`config.mk`:
```
export PLATFORM = sky130hd
export DESIGN_NAME = mem_arbiter
export DESIGN_NICKNAME = d
export VERILOG_FILES = /design/src/rtl/mem_arbiter.sv
export SDC_FILE = /design/constraint.sdc
export NUM_CORES = 1
export LEC_CHECK = 0
export CELL_PAD_IN_SITES_DETAIL_PLACEMENT = 1
export CELL_PAD_IN_SITES_GLOBAL_PLACEMENT = 1
export CORE_AREA = 5 5 283 285
export DETAILED_ROUTE_END_ITERATION = 16
export DIE_AREA = 0 0 288 290
export PLACE_DENSITY_LB_ADDON = 0.1
export SLEW_MARGIN = 20
export SYNTH_ARGS = -nofsm -noshare
export SYNTH_HDL_FRONTEND = slang
export SYNTH_SLANG_ARGS = --single-unit
export TNS_END_PERCENT = 1
```
`constraint.sdc`:
```
create_clock -name clk -period 2 [get_ports clk]
set_input_delay 0.4 -clock clk [delete_from_list [all_inputs] [get_ports clk]]
set_output_delay 0.4 -clock clk [all_outputs]
set_load 0.05 [all_outputs]
```
`src/rtl/mem_arbiter.sv`:
```
// mem_arbiter: arbitrates I-cache and D-cache line requests onto a single
// memory port, with one transaction outstanding at a time.
//
// Ports:
//   clk, reset           - clock, synchronous active-high reset
//   reqI, reqAddrI       - I-side miss request and line address
//   reqD, reqAddrD       - D-side request and line address
//   reqWrD, wrLineD      - D-side writeback flag and data
//   lineI/lineD, rdyI/rdyD, ackI/ackD - per-side response, valid, consume
//   mem_req, mem_addr, mem_wr, mem_wdata, mem_ack, mem_rdata - memory port
//   busy                 - high whenever the arbiter is not idle
module mem_arbiter #(
  parameter int TAG_W  = 26,
  parameter int LINE_W = 128
) (
  input  logic              clk,
  input  logic              reset,
  input  logic              reqI,
  input  logic [TAG_W-1:0]  reqAddrI,
  input  logic              reqD,
  input  logic [TAG_W-1:0]  reqAddrD,
  input  logic              reqWrD,
  input  logic [LINE_W-1:0] wrLineD,
  output logic [LINE_W-1:0] lineI,
  output logic [LINE_W-1:0] lineD,
  output logic              rdyI,
  output logic              rdyD,
  input  logic              ackI,
  input  logic              ackD,
  output logic              mem_req,
  output logic [TAG_W-1:0]  mem_addr,
  output logic              mem_wr,
  output logic [LINE_W-1:0] mem_wdata,
  input  logic              mem_ack,
  input  logic [LINE_W-1:0] mem_rdata,
  output logic              busy
);

  typedef enum logic [1:0] {
    IDLE = 2'd0,
    MEM  = 2'd1,
    RESP = 2'd2
  } state_t;

  state_t              state_q, state_d;
  logic                last_grant_q;   // 1 = D side was granted last
  logic                gnt_d_q;        // 1 = current transaction belongs to D
  logic [TAG_W-1:0]    addr_q;
  logic                wr_q;
  logic [LINE_W-1:0]   wdata_q;
  logic [LINE_W-1:0]   lineI_q;
  logic [LINE_W-1:0]   lineD_q;

  logic                grant_fire;
  logic                win_d;          // winner of this cycle's arbitration, 1 = D

  always_comb begin
    state_d    = state_q;
    grant_fire = 1'b0;
    win_d      = last_grant_q;
    case (state_q)
      IDLE: begin
        if (reqI || reqD) begin
          grant_fire = 1'b1;
          // Round robin on contention: the side not granted last wins.
          if (reqI && reqD) win_d = ~last_grant_q;
          else              win_d = reqD;
          state_d = MEM;
        end
      end
      MEM: begin
        if (mem_ack) state_d = RESP;
      end
      RESP: begin
        if (gnt_d_q ? ackD : ackI) state_d = IDLE;
      end
      default: state_d = IDLE;
    endcase
  end

  always_ff @(posedge clk) begin
    if (reset) begin
      state_q      <= IDLE;
      last_grant_q <= 1'b1;
      gnt_d_q      <= 1'b0;
      addr_q       <= '0;
      wr_q         <= 1'b0;
      wdata_q      <= '0;
      lineI_q      <= '0;
      lineD_q      <= '0;
    end else begin
      state_q <= state_d;
      if (grant_fire) begin
        gnt_d_q      <= win_d;
        last_grant_q <= win_d;
        addr_q       <= win_d ? reqAddrD : reqAddrI;
        wr_q         <= win_d & reqWrD;
        wdata_q      <= win_d ? wrLineD : '0;
      end
      if (state_q == MEM && mem_ack && !wr_q) begin
        if (gnt_d_q) lineD_q <= mem_rdata;
        else         lineI_q <= mem_rdata;
      end
    end
  end

  assign mem_req   = (state_q == MEM);
  assign mem_addr  = addr_q;
  assign mem_wr    = (state_q == MEM) & wr_q;
  assign mem_wdata = wdata_q;
  assign rdyI      = (state_q == RESP) & ~gnt_d_q;
  assign rdyD      = (state_q == RESP) &  gnt_d_q;
  assign busy      = (state_q != IDLE);
  assign lineI     = lineI_q;
  assign lineD     = lineD_q;

endmodule

```
-- Word level (Yosys, flattened, before mapping)
Index checks and enable logic that the tools add are counted.
Widths: inputs -> output; s select.
- register bits: 415
- bits of input ports: 316
- output and inout bits: 415
- word-level logic and storage cells: 41
- eq/ne operators: 5
- mux-type cells: 12
- bitwise operators: 6
- reductions and logical operators: 10
- operators with widths (operator ; number):
    $mux 128 ; 1
    $mux 26 ; 1
    $mux 1 ; 6
    $mux 2 ; 3
    $pmux 2 s3 ; 1
    $and 1x1->1 ; 4
    $ne 2x2->1 const B ; 2
    $reduce_and 2->1 ; 2
    $logic_and 1x1->1 ; 3
    $reduce_and 3->1 ; 1
    $eq 2x1->1 const B ; 1
    $eq 2x2->1 const B ; 1
    $logic_not 2->1 ; 1
    $ne 2x1->1 const B ; 1
    $not 1->1 ; 2
    $reduce_bool 2->1 ; 1
    $logic_not 1->1 ; 1
    $logic_or 1x1->1 ; 1

-- Logic depth before layout (Yosys ltp)
Gate-level depths: netlist (run 1).
- depth after elaboration: 5
- depth in mapped cells: 6
- mapped depth without buffers: 3

-- Worst setup path after synthesis (run 1)
OpenSTA, ideal clock, no wires.
- path type: flip-flop to output port
- start point: reg state_q[1]
- end point: out rdyI
- data arrival time: 1570 ps
- required time: 1600 ps
- path slack: 30 ps
- stages on the path, launching flop included: 2
- buffers on the path: 0
- cells stage by stage: dfxtp_1 -> nor3b_1
- word-level cells in the longest chain between the ends: 2
- ends and longest elaborated chain (what ; RTL line ; source):
    from (decl) ; 45 ; state_t state_q, state_d;
    from (signal assigned) ; 92 ; state_q <= state_d;
    $eq 2x2->1 ; 111 ; assign rdyI = (state_q == RESP) & ~gnt_d_q;
    $and 1x1->1 ; 111 ;
    to (decl) ; 26 ; output logic rdyI,
No other way between the ends.

-- Worst setup path in the final report (run 1)
- start point: reg addr_q[10] (netlist: mem_addr[10])
- end point: out mem_addr[10]
- RTL lines (what ; RTL line ; source):
    from (decl) ; 48 ; logic [TAG_W-1:0] addr_q;
    from (signal assigned) ; 96 ; addr_q <= win_d ? reqAddrD : reqAddrI;
    to (decl) ; 31 ; output logic [TAG_W-1:0] mem_addr,
No word-level cell between the ends.

==> results of run 1 <==
-- worst reg2reg max path, cell delays in order, from the launching register on --
cell and delay, ps:
dfxtp_4 400, and2b_2 240, buf_4 150, nand4b_1 180, buf_12 240, buf_12 280, mux2i_1 230
-- cell usage after synthesis (all sizes together), types with 2 or more instances --
library cell	count
a22o	129
mux2i	257
nor4b	26
or3b	2
nor3b	2
a21oi	2
nand2b	384
clkbuf	50
nor2	4
nand3b	2
dfxtp	415
a221o	26
buf	65
-- cell families after synthesis --
| logic type | after synthesis | synth area share (%) |
|---|---|---|
| compound gates | 160 | 9.11 |
| mux | 257 | 16.4 |
| buf+inv | 116 | 3.81 |
| flops | 415 | 53.0 |
| simple gates | 428 | 17.6 |
-- what timing repair did --
item / in CTS / in global routing
endpoints found under the setup margin: 185 / 4
gates cloned: 0 / 0
resized for setup: 187 / 4
buffers inserted: 0 / 1
hold buffers: 0 / 0
-- path summary, 6_finish.rpt --
check | startpoint | end | slack, ps
setup / recovery | mem_addr[10] | mem_addr[10] | 60
hold / removal | reset | lineI[125] | 230
setup reg to reg | state_q[1] | lineD[43] | 220
hold reg to reg | lineI[37] | lineI[37] | 470
-- per-stage QoR --
step	util (%)	setup slack (ps)	hold slack (ps)	instances	power, uW
2_1_floorplan	-	30.3	469	1376	11200
3_3_place_gp	31.1	-228	460	3085	13000
3_5_place_dp	31.1	-265	464	3085	13000
4_1_cts	33.2	-83.1	185	3181	23400
5_1_grt	33.3	-10.6	227	3186	23800
6_report	33.3	55.4	229	3188	22800
-- metal layers --
layer	GRT usage [%]	up-vias	wire, um
li1	-	6240	-
met1	16.2	6246	24500
met2	28.4	452	35500
met3	6.04	114	6170
met4	5.53	6	2420
met5	0	-	34
-- layout make-up --
cell class                      instances  area [um2]
Inverter                                1        3.75
Antenna cell                            6        15.0
Fill cell                            8571       51400
Tap cell                             1040        1300
Multi-Input combinational cell        845        6800
Timing Repair Buffer                  785        7340
Clock buffer                           79        1630
Sequential cell                       415        8310
Clock inverter                         17         245
-- cells in the final DEF (no fill, tap or decap), types with 2 or more instances in the layout --
| master | instances |
|---|---|
| dfxtp_1 | 413 |
| nand2b_1 | 384 |
| clkdlybuf4s50_1 | 314 |
| mux2i_1 | 257 |
| buf_4 | 254 |
| dlygate4sd2_1 | 181 |
| a22o_1 | 129 |
| clkbuf_16 | 57 |
| buf_12 | 34 |
| nor4b_1 | 26 |
| a221o_1 | 26 |
| clkbuf_8 | 12 |
| clkbuf_1 | 10 |
| clkinv_2 | 8 |
| diode_2 | 6 |
| bufinv_16 | 6 |
| nor2_1 | 3 |
| or3b_1 | 2 |
| nand3b_1 | 2 |
-- flip-flops by register name, indices dropped and copies added (netlist names) --
| name | cells |
|---|---|
| gnt_d_q | 1 |
| last_grant_q | 1 |
| lineD | 128 |
| lineI | 128 |
| mem_addr | 26 |
| mem_wdata | 128 |
| state_q | 2 |
| wr_q | 1 |
-- power breakdown --
part	internal, uW	switching, uW
Clock	6370	3780
Combinational	1580	2270
Sequential	8630	215
==> flow_metrics.py, run 1 <==
metrics = {
    "outcome": {
        "outcome": "complete, no violations",
    },
    "sta": {
        "period_needed_ps": 1940,
        "fmax_mhz": 514,
        "finalCritPeriodShare_pct": 97.2,
        "rsz0062_at_grt": "true",
        "drv_slew": 0,
        "finalClockSkew_ps": 10.6,
        "setup_viol": 0,
        "fin_tns_setup_ps": 0,
        "max_slew_margin_pct": 63.3,
        "worst_pin_slew_ps": 553,
        "hold_viol": 0,
    },
    "grt": {
        "antenna_found_initial": 10,
        "grt_first_pass_wirelength_um": 98500,
        "track_usage_pct": 15.6,
        "grt_pass1_vias": 14400,
        "grt-ovfl-total": 0,
        "grt_max_degree": 127,
    },
    "critical_path": {
        "crit_fanout": 2,
        "cpMaxStageDelayCell": "clkdlybuf4s15_1",
        "cp_data_arrival_time_ps": 1540,
        "cp.buffers_inverters": 1,
        "reg2regPathDepth": 6,
        "end_kind": "output port",
        "worstPathCellList": "clkdlybuf4s15_1",
        "crit_type": "reg2out",
        "critical_path_required_ps": 1600,
        "cpPeakStageDelay_ps": 540,
        "worstSetupStartpointType": "flop",
        "cp.depth": 1,
        "crit_family": "buffers and inverters",
    },
    "layout": {
        "drive_above_1_share_pct": 18.0,
        "syn_to_final_growth_pct": 63.7,
        "design_area_mm2": 0.0256,
        "fin_nets": 2418,
    },
    "hold_path": {
        "hold_path.class": "in2reg",
        "whs_path_depth": 3,
    },
    "floorplanning": {
        "dieArea_mm2": 0.0835,
        "start_util_pct": 20.3,
        "row_count": 102,
        "die_y_um": 290,
        "ios": 731,
        "core_area_mm2": 0.0771,
        "die_w_um": 288,
    },
    "route": {
        "wl_um": 68600,
        "drtPass1Iterations": 4,
        "drc": 0,
        "via_count": 13100,
        "drtIter0Drc": 433,
        "drt-vias-per-instance": 4.10,
        "wl_per_cell_um": 21.5,
        "ant_nets": 0,
    },
    "clock_tree": {
        "cts_buffers": 54,
        "clockRootBuffer": "clkbuf_16",
        "cts_tree": "yes",
        "path_clk_slew_ps": 50,
        "ctsHtreeMaxLevel": 2,
        "clock_latency_ps": 590,
        "cts.path.max_buffers": 3,
        "clock_sinks": 415,
    },
    "pwr": {
        "p_leak_uw": 0.0115,
        "peakVddDrop_mv": 0.634,
        "cellPowerDensity_mw_per_mm2": 891,
    },
    "yosys": {
        "synth_seq_area_share_pct": 53.0,
        "synth.avg_cell_area_um2": 11.4,
        "yosys_warnings": 0,
        "syn_inst": 1376,
        "yosys.area.top_type": "dfxtp_1",
        "yosysTopAreaCellShare_pct": 53.0,
        "synth_seq_cells": 415,
        "synth_edf_count": 0,
        "syn_nets": 1692,
        "ys.flop_type": "dfxtp_1",
        "ys_types": 29,
        "synthArstFlopShare_pct": 0,
        "synth_top_cells_by_area": "dfxtp_1 (53%), mux2i_1 (16%), nand2b_1 (15%), a22o_1 (7.2%), a221o_1 (1.7%)",
        "synth_area_mm2": 0.0157,
    },
    "place": {
        "gp_congestion": 0.792,
        "port_buffers": 730,
        "postPlaceCellArea_mm2": 0.0240,
        "hpwlAfterDp_um": 53400,
    },
    "job": {
        "maxCapViolations": 0,
    },
}
(Power assumes the default switching activity.)
==> run 2, diff against run 1 <==
--- a/config.mk
+++ b/config.mk
@@ -8,6 +8,7 @@
 export CELL_PAD_IN_SITES_DETAIL_PLACEMENT = 1
 export CELL_PAD_IN_SITES_GLOBAL_PLACEMENT = 1
 export CORE_AREA = 5 5 283 285
+export CTS_CLUSTER_SIZE = 28
 export DETAILED_ROUTE_END_ITERATION = 16
 export DIE_AREA = 0 0 288 290
 export PLACE_DENSITY_LB_ADDON = 0.1
==> results of run 2 <==
The final DEF is identical to that of run 1; final timing and power are the same.
==> run 3, diff against run 2 <==
--- a/config.mk
+++ b/config.mk
@@ -5,12 +5,13 @@
 export SDC_FILE = /design/constraint.sdc
 export NUM_CORES = 1
 export LEC_CHECK = 0
+export ABC_AREA = 1
 export CELL_PAD_IN_SITES_DETAIL_PLACEMENT = 1
 export CELL_PAD_IN_SITES_GLOBAL_PLACEMENT = 1
-export CORE_AREA = 5 5 283 285
+export CORE_AREA = 5 5 281 283
 export CTS_CLUSTER_SIZE = 28
 export DETAILED_ROUTE_END_ITERATION = 16
-export DIE_AREA = 0 0 288 290
+export DIE_AREA = 0 0 286 288
 export PLACE_DENSITY_LB_ADDON = 0.1
 export SLEW_MARGIN = 20
 export SYNTH_ARGS = -nofsm -noshare
==> constraint.sdc (replaced) <==
create_clock -name clk -period 2.46 [get_ports clk]
set_input_delay 0.492 -clock clk [delete_from_list [all_inputs] [get_ports clk]]
set_output_delay 0.492 -clock clk [all_outputs]
set_load 0.05 [all_outputs]
==> flow_metrics.py, run 3 <==
metrics = {
    "yosys": {
        "synth_area_mm2": 0.0154,
        "syn_nets": 2295,
        "yosys_warnings": 0,
        "yosysTopAreaCellShare_pct": 53.8,
        "synth.most_common_cell": "nand3_1",
        "synth_top_cells_by_area": "dfxtp_1 (54%), nand3_1 (15%), a21oi_1 (13%), nand2_1 (10%), buf_2 (2.5%)",
        "syn_inst": 1979,
        "synth_common_cells": "nand3_1 (465), nand2_1 (427), dfxtp_1 (415), a21oi_1 (388), clkbuf_1 (93)",
        "ys.flop_type": "dfxtp_1",
        "synthArstFlopShare_pct": 0,
        "ys_types": 16,
        "yosys.area.top_type": "dfxtp_1",
        "synth_edf_count": 0,
        "synth_seq_cells": 415,
        "synth.avg_cell_area_um2": 7.80,
        "synth_seq_area_share_pct": 53.8,
    },
    "floorplanning": {
        "ios": 731,
        "core_area_mm2": 0.0764,
        "die_y_um": 288,
        "die_w_um": 286,
        "start_util_pct": 20.2,
        "row_count": 102,
        "dieArea_mm2": 0.0824,
    },
    "critical_path": {
        "cp_data_arrival_time_ps": 1870,
        "worstSetupStartpointType": "flop",
        "critical_path_required_ps": 1970,
        "cpMaxStageDelayCell": "clkdlybuf4s50_1",
        "cpPeakStageDelay_ps": 930,
        "cp.buffers_inverters": 1,
        "worstPathCellList": "clkdlybuf4s50_1",
        "crit_fanout": 2,
        "crit_family": "buffers and inverters",
        "end_kind": "output port",
        "crit_type": "reg2out",
    },
    "route": {
        "drt-vias-per-instance": 4.57,
        "via_count": 16700,
        "drtIter0Drc": 636,
        "wl_per_cell_um": 22.0,
        "ant_nets": 0,
        "drtPass1Iterations": 6,
        "drc": 0,
        "wl_um": 80400,
    },
    "place": {
        "postPlaceCellArea_mm2": 0.0238,
        "post-place-cells": 3554,
        "gp_congestion": 0.810,
        "hpwlAfterDp_um": 57700,
        "port_buffers": 730,
    },
    "clock_tree": {
        "cts_tree": "yes",
        "cts_resized": 1,
        "cts.path.max_buffers": 3,
        "post_cts_buffers": 0,
        "ctsHtreeMaxLevel": 2,
        "hold_buffers": 0,
        "path_clk_slew_ps": 60,
        "clockRootBuffer": "clkbuf_16",
        "clock_sinks": 415,
        "cts_buffers": 53,
        "clock_latency_ps": 590,
    },
    "sta": {
        "period_needed_ps": 2360,
        "finalClockSkew_ps": 6.24,
        "finalCritPeriodShare_pct": 95.8,
        "fin_tns_setup_ps": 0,
        "fmax_mhz": 424,
        "worst_pin_slew_ps": 684,
        "hold_viol": 0,
        "drv_slew": 0,
        "max_slew_margin_pct": 54.3,
        "rsz0062_at_grt": "false",
        "setup_viol": 0,
    },
    "layout": {
        "design_area_mm2": 0.0254,
        "layout_commonest_cell": "clkdlybuf4s50_1",
        "stdcell_count": 3655,
        "fillers": 8900,
        "drive_above_1_share_pct": 5.45,
        "final_cell_mix": "clkdlybuf4s50_1 (714), nand3_1 (465), nand2_1 (424)",
        "syn_to_final_growth_pct": 64.6,
        "fin_nets": 2938,
    },
    "grt": {
        "antenna_found_initial": 15,
        "grt_max_degree": 96,
        "grt_first_pass_wirelength_um": 117000,
        "grt_pass1_vias": 17500,
        "grt-ovfl-total": 0,
        "track_usage_pct": 18.4,
    },
    "pwr": {
        "power_uw": 19500,
        "cellPowerDensity_mw_per_mm2": 766,
        "p_leak_uw": 0.00883,
        "peakVddDrop_mv": 0.450,
    },
    "outcome": {
        "outcome": "complete, no violations",
    },
    "hold_path": {
        "hold_path.class": "in2reg",
    },
    "job": {
        "maxCapViolations": 0,
    },
}
## run 3: changes by cell type after synthesis, moves of 129 or more
cell / delta
nand3_1: +465
mux2i_1: -257
nand2b_1: -384
nand2_1: +426
a21oi_1: +386
a22o_1: -129
## run 3: cells by family (layout without fill, tap and decap cells)
kind of cell	Yosys count	after routing	share of synthesized area, %
AND/OR/NAND/NOR	952	952	27.1
flip-flops	415	415	53.8
buffers and inverters	223	903	6.51
other	0	8	0
AO/OA/AOI/OAI	389	389	12.6
## run 3: path summary, 6_finish.rpt
kind	startpoint	end	slack, ps	depth (start not counted)
min	reset	lineI[35]	290	2
min reg2reg	lineI[62]	lineI[62]	460	2
max	lineI[119]	lineI[119]	100	1
max reg2reg	state_q[1]	lineD[119]	680	7
## run 3: per-stage QoR
stage	setup slack (ps)	util, %	hold slack [ps]
final	103	33.3	294
after global routing	14.7	33.2	278
after floorplan	406	-	492
after global placement	209	31.1	448
after detailed placement	163	31.1	453
after CTS	26.4	33.2	264
## run 3: per-layer routing
| metal | wire (um) | global-route usage (%) | part of all wire, % |
|---|---|---|---|
| met1 | 31800 | 21.0 | 39 |
| met2 | 39500 | 32.2 | 49 |
| met3 | 7310 | 7.67 | 9.1 |
| met4 | 1720 | 4.51 | 2.1 |
| met5 | 95 | 0 | 0.12 |
## run 3: layout make-up
cell class / count / area (um2) / area share, %
Clock inverter: 10 / 61.3 / 0.241
Timing Repair Buffer: 775 / 7930 / 31.2
Clock buffer: 82 / 1560 / 6.12
Sequential cell: 415 / 8310 / 32.7
Inverter: 36 / 140 / 0.551
Antenna cell: 8 / 20.0 / 0.0788
Multi-Input combinational cell: 1341 / 6160 / 24.2
Tap cell: 988 / 1240 / 4.86
## run 3: power breakdown
part,internal [uW],total [uW],switching [uW]
clock network,4310,7400,3090
registers,7110,7330,218
logic,1620,4750,3130
total,13000,19500,6440
